## src/rtl/reg_space_arb_pkg.sv

```systemverilog
// Shared types and constants for the register-space arbiter.
// Holds the FSM state encoding, the grant-index width helper and the default error read data.
package reg_space_arb_pkg;

  typedef enum logic [2:0] {
    IDLE    = 3'd0,
    RD_REQ  = 3'd1,
    RD_ACK  = 3'd2,
    WR      = 3'd3,
    ERR_ACK = 3'd4
  } state_e;

  localparam logic [31:0] ERR_DATA_DFLT = 32'hDEAD_BEEF;

  function automatic int grant_w(input int n);
    return (n > 1) ? $clog2(n) : 1;
  endfunction

endpackage

```

## src/rtl/reg_space_arbiter_rr_arbiter.sv

```systemverilog
// Combinational round-robin picker: first set request at or after ptr, wrapping.
// Produces a one-hot grant, the encoded grant index and an any-request flag.
module rr_arbiter #(
  parameter int N_REQ = 2,
  parameter int GW    = 1
) (
  input  logic [N_REQ-1:0] req,
  input  logic [GW-1:0]    ptr,
  output logic [N_REQ-1:0] gnt_oh,
  output logic [GW-1:0]    gnt_idx,
  output logic             gnt_any
);

  always_comb begin
    gnt_oh  = '0;
    gnt_idx = '0;
    gnt_any = 1'b0;
    for (int k = 0; k < N_REQ; k++) begin
      if (!gnt_any && req[(int'(ptr) + k) % N_REQ]) begin
        gnt_any = 1'b1;
        gnt_oh[(int'(ptr) + k) % N_REQ] = 1'b1;
        gnt_idx = GW'((int'(ptr) + k) % N_REQ);
      end
    end
  end

endmodule

```

## src/rtl/reg_space_arbiter.sv

```systemverilog
// Shares one register-space slave port among N_REQ masters, round-robin,
// locked per transaction, with a watchdog that completes stalled transfers with an error.
module reg_space_arbiter
  import reg_space_arb_pkg::*;
#(
  parameter int N_REQ       = 2,
  parameter int ADDR_W      = 16,
  parameter int DATA_W      = 32,
  parameter int TIMEOUT_CYC = 255,
  parameter logic [DATA_W-1:0] ERR_DATA = DATA_W'(ERR_DATA_DFLT)
) (
  input  logic                      clk,
  input  logic                      rst,
  input  logic [N_REQ*ADDR_W-1:0]   m_rreq_addr,
  input  logic [N_REQ-1:0]          m_rreq_vld,
  output logic [N_REQ-1:0]          m_rreq_rdy,
  output logic [DATA_W-1:0]         m_rack_data,
  output logic [N_REQ-1:0]          m_rack_vld,
  input  logic [N_REQ-1:0]          m_rack_rdy,
  input  logic [N_REQ*ADDR_W-1:0]   m_wreq_addr,
  input  logic [N_REQ*DATA_W-1:0]   m_wreq_data,
  input  logic [N_REQ-1:0]          m_wreq_vld,
  output logic [N_REQ-1:0]          m_wreq_rdy,
  output logic [N_REQ-1:0]          m_err,
  output logic [ADDR_W-1:0]         s_rreq_addr,
  output logic                      s_rreq_vld,
  input  logic                      s_rreq_rdy,
  input  logic [DATA_W-1:0]         s_rack_data,
  input  logic                      s_rack_vld,
  output logic                      s_rack_rdy,
  output logic [ADDR_W-1:0]         s_wreq_addr,
  output logic [DATA_W-1:0]         s_wreq_data,
  output logic                      s_wreq_vld,
  input  logic                      s_wreq_rdy,
  output logic                      busy
);

  localparam int GW   = grant_w(N_REQ);
  localparam int WD_W = (TIMEOUT_CYC > 0) ? $clog2(TIMEOUT_CYC + 1) : 1;
  localparam logic [WD_W-1:0] WD_LAST = WD_W'((TIMEOUT_CYC > 0) ? TIMEOUT_CYC - 1 : 0);

  state_e            state_q, state_d;
  logic [GW-1:0]     grant_q, grant_d;
  logic [GW-1:0]     rr_ptr_q, rr_ptr_d;
  logic [WD_W-1:0]   wd_q, wd_d;
  logic              err_first_q, err_first_d;

  logic [N_REQ-1:0]  arb_oh;
  logic [GW-1:0]     arb_idx;
  logic              arb_any;
  logic [GW-1:0]     grant_inc;
  logic              g_rvld, g_wvld, g_rack_rdy;
  logic              timeout, wr_to;

  rr_arbiter #(
    .N_REQ (N_REQ),
    .GW    (GW)
  ) u_rr (
    .req     (m_rreq_vld | m_wreq_vld),
    .ptr     (rr_ptr_q),
    .gnt_oh  (arb_oh),
    .gnt_idx (arb_idx),
    .gnt_any (arb_any)
  );

  assign g_rvld     = m_rreq_vld[grant_q];
  assign g_wvld     = m_wreq_vld[grant_q];
  assign g_rack_rdy = m_rack_rdy[grant_q];
  assign grant_inc  = (grant_q == GW'(N_REQ - 1)) ? '0 : grant_q + 1'b1;
  // The watchdog fires in the last permitted cycle, so a stalled state lasts exactly TIMEOUT_CYC cycles.
  assign timeout    = (TIMEOUT_CYC != 0) && (wd_q == WD_LAST);
  assign wr_to      = (state_q == WR) && g_wvld && !s_wreq_rdy && timeout;

  always_comb begin
    state_d     = state_q;
    grant_d     = grant_q;
    rr_ptr_d    = rr_ptr_q;
    err_first_d = 1'b0;
    case (state_q)
      IDLE: begin
        if (arb_any) begin
          grant_d = arb_idx;
          state_d = (|(arb_oh & m_rreq_vld)) ? RD_REQ : WR;
        end
      end
      RD_REQ: begin
        if (!g_rvld) begin
          state_d = IDLE;
        end else if (s_rreq_rdy) begin
          state_d = RD_ACK;
        end else if (timeout) begin
          state_d     = ERR_ACK;
          err_first_d = 1'b1;
        end
      end
      RD_ACK: begin
        if (s_rack_vld && g_rack_rdy) begin
          state_d  = IDLE;
          rr_ptr_d = grant_inc;
        end else if (timeout) begin
          state_d     = ERR_ACK;
          err_first_d = 1'b1;
        end
      end
      WR: begin
        if (!g_wvld) begin
          state_d = IDLE;
        end else if (s_wreq_rdy || timeout) begin
          state_d  = IDLE;
          rr_ptr_d = grant_inc;
        end
      end
      ERR_ACK: begin
        if (g_rack_rdy) begin
          state_d  = IDLE;
          rr_ptr_d = grant_inc;
        end
      end
      default: state_d = IDLE;
    endcase

    if (state_d != state_q) begin
      wd_d = '0;
    end else if ((TIMEOUT_CYC != 0) &&
                 (state_q == RD_REQ || state_q == RD_ACK || state_q == WR)) begin
      wd_d = wd_q + 1'b1;
    end else begin
      wd_d = '0;
    end
  end

  always_ff @(posedge clk) begin
    if (rst) begin
      state_q     <= IDLE;
      grant_q     <= '0;
      rr_ptr_q    <= '0;
      wd_q        <= '0;
      err_first_q <= 1'b0;
    end else begin
      state_q     <= state_d;
      grant_q     <= grant_d;
      rr_ptr_q    <= rr_ptr_d;
      wd_q        <= wd_d;
      err_first_q <= err_first_d;
    end
  end

  // Outputs are decoded from the registered state/grant and the live handshake inputs.
  always_comb begin
    m_rreq_rdy  = '0;
    m_rack_vld  = '0;
    m_rack_data = '0;
    m_wreq_rdy  = '0;
    m_err       = '0;
    s_rreq_addr = '0;
    s_rreq_vld  = 1'b0;
    s_rack_rdy  = 1'b0;
    s_wreq_addr = '0;
    s_wreq_data = '0;
    s_wreq_vld  = 1'b0;
    case (state_q)
      RD_REQ: begin
        s_rreq_vld          = g_rvld;
        s_rreq_addr         = m_rreq_addr[grant_q*ADDR_W +: ADDR_W];
        m_rreq_rdy[grant_q] = s_rreq_rdy;
      end
      RD_ACK: begin
        m_rack_vld[grant_q] = s_rack_vld;
        m_rack_data         = s_rack_data;
        s_rack_rdy          = g_rack_rdy;
      end
      WR: begin
        s_wreq_vld          = g_wvld;
        s_wreq_addr         = m_wreq_addr[grant_q*ADDR_W +: ADDR_W];
        s_wreq_data         = m_wreq_data[grant_q*DATA_W +: DATA_W];
        m_wreq_rdy[grant_q] = s_wreq_rdy | wr_to;
        m_err[grant_q]      = wr_to;
      end
      ERR_ACK: begin
        m_rack_vld[grant_q] = 1'b1;
        m_rack_data         = ERR_DATA;
        m_err[grant_q]      = err_first_q;
      end
      default: ;
    endcase
    busy = (state_q != IDLE);
  end

endmodule

```

## config.mk

```make
export PLATFORM = sky130hd
export DESIGN_NAME = reg_space_arbiter
export DESIGN_NICKNAME = d
export VERILOG_FILES = /design/src/rtl/reg_space_arb_pkg.sv /design/src/rtl/reg_space_arbiter_rr_arbiter.sv /design/src/rtl/reg_space_arbiter.sv
export SDC_FILE = /design/constraint.sdc
export NUM_CORES = 1
export LEC_CHECK = 0
export CORE_AREA = 5 5 105 107
export DETAILED_ROUTE_END_ITERATION = 10
export DIE_AREA = 0 0 110 112
export PLACE_DENSITY = 0.67
export REMOVE_ABC_BUFFERS = 1
export SLEW_MARGIN = 25
export SYNTH_ARGS = -nofsm -noshare
export SYNTH_HDL_FRONTEND = slang
export SYNTH_SLANG_ARGS = --single-unit
```

## constraint.sdc

```tcl
create_clock -name clk -period 2.05 [get_ports clk]
set_input_delay 0.41 -clock clk [delete_from_list [all_inputs] [get_ports clk]]
set_output_delay 0.41 -clock clk [all_outputs]
set_load 0.05 [all_outputs]
```

==> impl_metrics.ini <==
[logic_synthesis]
synth_edf_count = 0
synth_largest_type_area_fraction = 0.315
synthFlopType = dfxtp_1
synth-async-reset-ratio = 0
ys_types = 37
synth_sequential_area_ratio = 0.134
netlist_top_cells_area = mux2i_1, nor2_1, dfxtp_1
synth_cells = 296
register_bit_total_from_synthesis = 14
synth.yosys.warnings = 0
yosysTopAreaCell = mux2i_1
synth.most_common_cell = nor2_1
avgSynthCellArea_um2 = 7.08
netlist_area_um2 = 2100
synth_common_cells = nor2_1, mux2i_1, a21o_1

[clock_network]
cts_tree = done
clock_tree.root_cell = clkbuf_8
clkSinkCount = 14
cts_max_path_buffers = 2
htreeDepth = 1
cts-buffers-inserted = 3
insertion_delay_ns = 0.25
cts_hold_buffers = 0
cts.clk_slew.worst_paths_ns = 0.06

[worst_setup_path]
critical_path.most_common_cell = buf_12
critical_path_arrival_ns = 1.66
crit_path_top_delay_cell = dfxtp_4
critPathLaunchType = flop
critical_path_class = flop to output port
crit-reg2reg-capture = wd_q[1]
r2r.worst_path.cells = 7
worst-endpoint-required_ns = 1.64
worst_r2r_startpoint = state_q[0]
worst_path_max_fanout = 43
worst_path_largest_cell_delay_ns = 0.39
critical-path-top-delay-family = buffers and inverters
worst-path-buf-inv = 3
critPathCaptureType = output port
cp_cell_sequence = buf_12 > buf_16 > mux2i_1 > nor2_1 > buf_12
reg2reg_setup_slack_ns = 0.11

[run_status]
failed_checks = negative setup slack
run_status = finished, violations left

[sta]
achievable-frequency_mhz = 483
setup_viol = 6
finalCritPeriodShare = 1.01
rsz0062_at_grt = true
hold_violations = 0
setup_slack_ns = -0.0208
timing.setup.tns_ns = -0.0328
final.min_clock_period_ns = 2.07
max_slew.worst_pin.slew_ns = 0.385
worst_clock_skew_ns = 0.00345
relSlewSlack = 0.740
timing_max_transition_violations_final = 0

[global_route]
grt_max_degree = 49
groute.usage.overall = 0.216
grt-ovfl-total = 0
grt_antenna_before_repair = 0
number_of_global_route_vias_before_repair = 3424
grt_pass1_wl_mm = 20.3

[finish]
design_area_um2 = 6710
num-nets-final = 769
layout.filler_cells = 811
post_route_cells_drive_above_1_share = 0.343
finish.cell_count_without_fillers = 731
syn_to_final_growth_pct = 220
num_antenna_cells = 0

[pwr]
worst_vdd_ir_mv = 0.256
power.total_mw = 2.46
cellLeakagePower_nw = 2.77
p_per_area_nw_per_um2 = 367

[die]
die_height_um = 112
boundaryPins = 279
floorplan.die_area_um2 = 12300
die_width_um = 110
rows = 37
design.core.area_um2 = 10000
effective_utilization_at_floorplan = 0.209

[drt]
route.antenna.remaining_nets = 0
dr.pass1.iters = 4
route.detailed.drc = 0
routed_wire_length_per_instance_um = 20.0
route.vias.total = 3352
vias_per_cell = 4.59
drtIter0Drc = 205
routed_wl_mm = 14.6

[hold_path]
worst_hold_startpoint = wd_q[0]
min_delay_path_depth = 2
timing.hold.worst.class = flop to flop
min_delay_worst_endpoint = wd_q[0]

[job]
drv.max_cap_violation_count = 0

[placed_design]
final_hpwl_from_detailed_placement_mm = 12.2
post-place-cells = 708
dp_worst_setup_slack_ns = -0.324
io_buffers = 278
gpl.final_weighted_congestion = 0.900
post_dp_cell_area_um2 = 6230
## sequential cells by signal, indices dropped and copies added (netlist names)
| signal | flops |
|---|---|
| wd_q | 8 |
| grant_q | 1 |
| err_first_q | 1 |
| rr_ptr_q | 1 |
| state_q | 3 |
## layer usage
layer	global-route usage	vias to the layer above	routed length, um
met5	0	-	0
met4	0.0416	0	220
met3	0.0812	15	1620
met2	0.383	179	7340
met1	0.244	1543	5420
li1	-	1615	-
## worst max-delay path by stage
stage | startpoint | end | slack [ns] | cells past startpoint
after global placement | m_wreq_vld[1] | m_wreq_rdy[1] | -0.28 | 7
after floorplan | grant_q | wd_q[2] | -2.66 | 5
after global routing | grant_q | s_rreq_addr[5] | -0.09 | 5
after CTS | state_q[0] | m_rack_data[15] | 0.0009 | 6
after detailed placement | m_wreq_vld[1] | m_wreq_rdy[1] | -0.32 | 7
final | grant_q | s_rreq_addr[5] | -0.02 | 5
## timing repair
item                                    in CTS  in global routing
pin swaps                                    5                 27
buffers inserted                             6                 11
resized for setup                           36                 35
endpoints found under the hold margin        0                  0
cloned                                       1                  2
endpoints found under the setup margin      59                 61
## cell type report
class / count / area, um^2 / share of cell area
well taps: 136 / 170 / 0.0254
multi-input cells: 251 / 1840 / 0.274
inverters: 5 / 18.8 / 0.00280
clock buffers: 4 / 55.1 / 0.00821
repair buffers: 321 / 4320 / 0.645
flip-flops and latches: 14 / 300 / 0.0448
## placed cells by master (no fill, tap or decap), types with 5 or more instances in the layout
cell type        instances
a21o_1                  24
and2_4                   6
buf_12                 112
buf_4                   29
buf_6                    6
clkdlybuf4s50_1        167
dfxtp_1                  6
mux2i_1                 62
nand2_1                  6
nand3_1                  5
nor2_1                  77
nor2_2                   7
## worst register-to-register path: stages (launching register included)
cell,delay (ns)
dfxtp_4,0.36
buf_6,0.12
nor3b_4,0.30
buf_6,0.16
o21ai_2,0.06
a32o_1,0.23
a2111o_1,0.49
nor2_1,0.14
## report_power, final
group	internal (mW)	leakage (nW)	switching, mW
Sequential	0.284	0.118	0.0182
Clock	0.170	0.0288	0.104
Combinational	1.01	2.62	0.876
Total	1.47	2.77	0.999
## cell families after synthesis
group	synth area share
and+or+nand+nor	0.281
AOI/OAI and AO/OA	0.156
muxes	0.331
adders and majority gates	0.0119
buffers and inverters	0.0609
xor gates and xnor gates	0.0251
DFF	0.134
## stage by stage
stage / hold slack (ns) / util
final: 0.518 / 0.667
after global routing: 0.533 / 0.667
after CTS: 0.508 / 0.646
after detailed placement: 0.466 / 0.620
after global placement: 0.448 / 0.620
after floorplan: 0.437 / -
(Power assumes the default switching activity.)
